$ cat src/rtl/stack_pointer_unit.sv
// Empty-descending stack pointer with push/pop/load, combinational memory strobes
// and sticky overflow/underflow guards on the stack region [SP_LIMIT, SP_RESET].
module stack_pointer_unit #(
  parameter int unsigned           WIDTH    = 16,
  parameter logic [WIDTH-1:0]      SP_RESET = 16'hFFFF,
  parameter logic [WIDTH-1:0]      SP_LIMIT = 16'hFF00,
  parameter logic [WIDTH-1:0]      STEP     = WIDTH'(1)
) (
  input  logic             clk,
  input  logic             reset,
  input  logic             push,
  input  logic             pop,
  input  logic             load,
  input  logic [WIDTH-1:0] new_val,
  input  logic             clr_fault,
  output logic [WIDTH-1:0] out,
  output logic [WIDTH-1:0] mem_addr,
  output logic             mem_we,
  output logic             mem_re,
  output logic             full,
  output logic             empty,
  output logic             overflow,
  output logic             underflow
);

  localparam logic [WIDTH-1:0] EMPTY_TH = SP_RESET - STEP;

  logic [WIDTH-1:0] sp_q, sp_d;
  logic             ovf_q, ovf_d;
  logic             udf_q, udf_d;
  logic             we_raw, re_raw;

  assign full  = sp_q < SP_LIMIT;
  assign empty = sp_q > EMPTY_TH;

  always_comb begin
    sp_d     = sp_q;
    ovf_d    = ovf_q & ~clr_fault;
    udf_d    = udf_q & ~clr_fault;
    mem_addr = sp_q;
    we_raw   = 1'b0;
    re_raw   = 1'b0;
    if (load) begin
      sp_d = new_val;
    end else if (push && pop) begin
      sp_d = sp_q;
    end else if (push) begin
      if (!full) begin
        we_raw = 1'b1;
        sp_d   = sp_q - STEP;
      end else begin
        ovf_d = 1'b1;
      end
    end else if (pop) begin
      // SP points at the free slot, so the top entry lives one step above it
      if (!empty) begin
        re_raw   = 1'b1;
        mem_addr = sp_q + STEP;
        sp_d     = sp_q + STEP;
      end else begin
        udf_d = 1'b1;
      end
    end
  end

  // A reset cycle discards the request, including its memory access
  assign mem_we = we_raw & ~reset;
  assign mem_re = re_raw & ~reset;

  always_ff @(posedge clk) begin
    if (reset) begin
      sp_q  <= SP_RESET;
      ovf_q <= 1'b0;
      udf_q <= 1'b0;
    end else begin
      sp_q  <= sp_d;
      ovf_q <= ovf_d;
      udf_q <= udf_d;
    end
  end

  assign out       = sp_q;
  assign overflow  = ovf_q;
  assign underflow = udf_q;

endmodule

$ cat config.mk
export PLATFORM = sky130hd
export DESIGN_NAME = stack_pointer_unit
export DESIGN_NICKNAME = d
export VERILOG_FILES = /design/src/rtl/stack_pointer_unit.sv
export SDC_FILE = /design/constraint.sdc
export NUM_CORES = 1
export LEC_CHECK = 0
export BUFFER_PORTS_ARGS = -buffer_cell sky130_fd_sc_hd__buf_2
export CAP_MARGIN = 10
export CELL_PAD_IN_SITES_DETAIL_PLACEMENT = 0
export CELL_PAD_IN_SITES_GLOBAL_PLACEMENT = 2
export CORE_MARGIN = 1
export CORE_UTILIZATION = 30
export DETAILED_ROUTE_END_ITERATION = 10
export PLACE_DENSITY_LB_ADDON = 0.1
export SLEW_MARGIN = 20
export SYNTH_ARGS = -nofsm -noshare
export SYNTH_HDL_FRONTEND = slang
export SYNTH_SLANG_ARGS = --single-unit
$ cat constraint.sdc
create_clock -name clk -period 4.36 [get_ports clk]
set_input_delay 0.436 -clock clk [delete_from_list [all_inputs] [get_ports clk]]
set_output_delay 0.436 -clock clk [all_outputs]
set_load 0.1 [all_outputs]
==> reports/summary.txt <==
status -> complete, no violations
CTS resizes -> 0
largest cells by area after synthesis -> dfxtp_1 (19%), xnor2_1 (6.5%), a21oi_1 (5.0%)
FP Rows -> 28
n_diodes -> 0
Synth top area share -> 19.04%
power per cell area -> 358.1 nW/um^2
WL/cell -> 19.13 microns
Die W -> 81.44 microns
Die Area -> 6632 sq um
crit share post-route -> 78.91%
Leak -> 0.8680 nW
Mapped Nets -> 282
Adder-Cell Fraction of Synth Area -> 1.322%
vias in the first global route -> 2132
placed cells -> 370
Worst Path Max Fanout -> 13
Tot Pwr -> 830.6 uW
RSZ-0062 raised after global routing -> false
vias -> 2163
worst relative slew slack -> 49.67%
core area -> 5991 sq um
Post-CTS Setup Repair Bufs -> 0
clk buf depth -> 2
drt pass-1 iters -> 4
CTS tree -> built
max cap viols -> 0
Num CTS Buffers -> 3
FMAX -> 0.2907 GHz
IO buf count -> 59
clock sink total -> 18
I/O pins -> 60
post-synth cell types -> 66
post-synthesis xor/xnor area fraction -> 8.790%
simple-gate area share of the yosys netlist -> 32.32%
fraction of layout cells with a size suffix above 1 -> 27.76%
Post-synth EDFFs -> 0
largest net degree at the start of global routing -> 26
crit path kind -> flop to output port
Tmin final -> 3440 ps
Synth Instances -> 258
starting density of the core -> 31.60%
CP arrival -> 3000 ps
final net count -> 324
via-per-instance ratio -> 5.783
Syn Std Cell Area -> 1893 sq um
mean area per synthesized cell -> 7.337 sq um
initial antenna violation count -> 0
fin cells -> 374
Most used DFF post-synth -> dfxtp_1
post-synth top area cell -> dfxtp_1
Worst Hold Class -> input pin to flop
1st-iter DRT viols -> 147
Final Hold Vio Count -> 0
crit start category -> flop
FF+latch count, synth -> 18
Synth Warn # -> 0
first-pass GRT wire length -> 11.53 mm
die span in y -> 81.44 microns
Critical Path RT -> 3920 ps
Routed Antenna Nets -> 0
Final Setup Violations -> 0
slew at the pin with the worst max-slew slack -> 753.4 ps
worst skew pair latency -> 270 ps
max-slew violation count -> 0
Hold Crit Depth -> 3
post-synthesis mux area share -> 1.190%
cts hold-fix bufs -> 0
GRT overflow -> 0
asr flop ratio synth -> 0%
Max VDD drop -> 132.4 uV
largest family of logic cells by synthesized area -> simple AND/OR/NAND/NOR gates
H-tree depth -> 1
Worst Setup End Kind -> output port
CTS Root Cell -> clkbuf_8
register area share after synthesis -> 19.04%
dpl hpwl -> 5.164 mm
Layout area overhead -> 22.54%
R2R cell count -> 6
compound-cell area share of the yosys netlist -> 29.74%
clk slew on worst S/H paths -> 80 ps
Layout Skew -> 5.648 ps
# DRC -> 0
final wirelength -> 7.153 mm
Total GRT Usage -> 23.24%
placer congestion estimate -> 0.8341
## registers in the layout, summed over array words and instances, names as in the netlist
name and cells:
underflow 1, out 16, overflow 1
## path summary, 6_finish.rpt
| path | from | endpoint | slack (ps) |
|---|---|---|---|
| worst max-delay path | out[5] | mem_addr[13] | 920 |
| worst min-delay path | new_val[13] | out[13] | 390 |
| worst max register to register | out[10] | out[11] | 1930 |
| worst min register to register | underflow | underflow | 470 |
## layout make-up
cell class	instances	area, sq um
clock buffers	4	55.05
multi-input cells	206	1463
well taps	75	93.84
fillers	655	3671
repair buffers	61	310.3
flip-flops and latches	18	360.3
inverters	10	37.54
## layout by cell type, fill, tap and decap left out, drive strengths merged, types with 4 or more instances in the layout
master,Yosys,layout
nor2,19,19
o211ai,4,4
a31o,4,4
nand2,22,22
o21ai,8,8
or4,4,4
a211oi,6,6
clkbuf,10,4
a21oi,19,19
nor3,12,12
buf,14,61
inv,9,9
xor2,5,5
nor4,7,7
nand4,6,6
xnor2,14,14
and4,4,4
nand3,11,11
dfxtp,18,18
## metal layers
layer / wire length [microns] / global-route usage [%] / up-vias
li1: - / - / 1057
met1: 3375 / 31.77 / 1038
met2: 3406 / 37.75 / 62
met3: 293 / 3.333 / 6
met4: 77 / 6.429 / 0
met5: 0 / 0 / -
## Yosys cell counts (2+ instances only)
| master | number |
|---|---|
| nand2_1 | 22 |
| a21oi_1 | 19 |
| nor2_1 | 19 |
| dfxtp_1 | 18 |
| xnor2_1 | 14 |
| buf_2 | 12 |
| nand3_1 | 11 |
| clkbuf_1 | 9 |
| inv_1 | 9 |
| nor3_1 | 9 |
| nor4_1 | 7 |
| a211oi_1 | 5 |
| nand4_1 | 5 |
| o21ai_0 | 5 |
| xor2_1 | 5 |
| and4_1 | 4 |
| o211ai_1 | 4 |
| a211o_1 | 3 |
| and3_1 | 3 |
| nand2b_1 | 3 |
| nor3_2 | 3 |
| o21ai_1 | 3 |
| o22ai_1 | 3 |
| or3_1 | 3 |
| or4_1 | 3 |
| a2111oi_1 | 2 |
| a21boi_0 | 2 |
| a21o_1 | 2 |
| a31o_1 | 2 |
| a31o_2 | 2 |
| a31oi_1 | 2 |
| a32oi_1 | 2 |
| and2_1 | 2 |
| and3b_1 | 2 |
| buf_1 | 2 |
| ha_1 | 2 |
| mux2_1 | 2 |
| nor2b_1 | 2 |
| nor4b_1 | 2 |
| o2bb2ai_1 | 2 |
| o31ai_1 | 2 |
## through the flow
stage          setup slack (ps)  TNS [ps]  util (%)  hold slack [ps]  instance area [sq um]
2_1_floorplan            -13.33    -13.33         -            577.0                   1967
3_3_place_gp               1252         0     37.80            458.6                   2265
3_5_place_dp               1203         0     37.80            461.5                   2265
4_1_cts                   883.6         0     38.72            384.5                   2320
5_1_grt                   584.9         0     38.72            399.8                   2320
6_report                  919.7         0     38.72            392.5                   2320
## where the power goes
part	internal, mW	switching [mW]
sequential	0.177	0.0414
combinational	0.0978	0.364
clock	0.0806	0.0697
total	0.356	0.475
## critical path: stages (launching register included)
cell,delay [ps]
dfxtp_1,690
nand2_1,270
or2_1,430
a2111oi_1,540
nand3_1,210
xnor2_2,150
buf_2,430
## logic make-up (layout without fill, tap and decap cells)
kind of cell,Yosys count,in the layout
AND/OR/NAND/NOR,108,108
AO/OA/AOI/OAI,75,75
buffers and inverters,34,75
XOR/XNOR,19,19
flip-flops,18,18
adder cells (fa/ha/maj),2,2
multiplexers,2,2
Power figures use the tool's default switching activity.
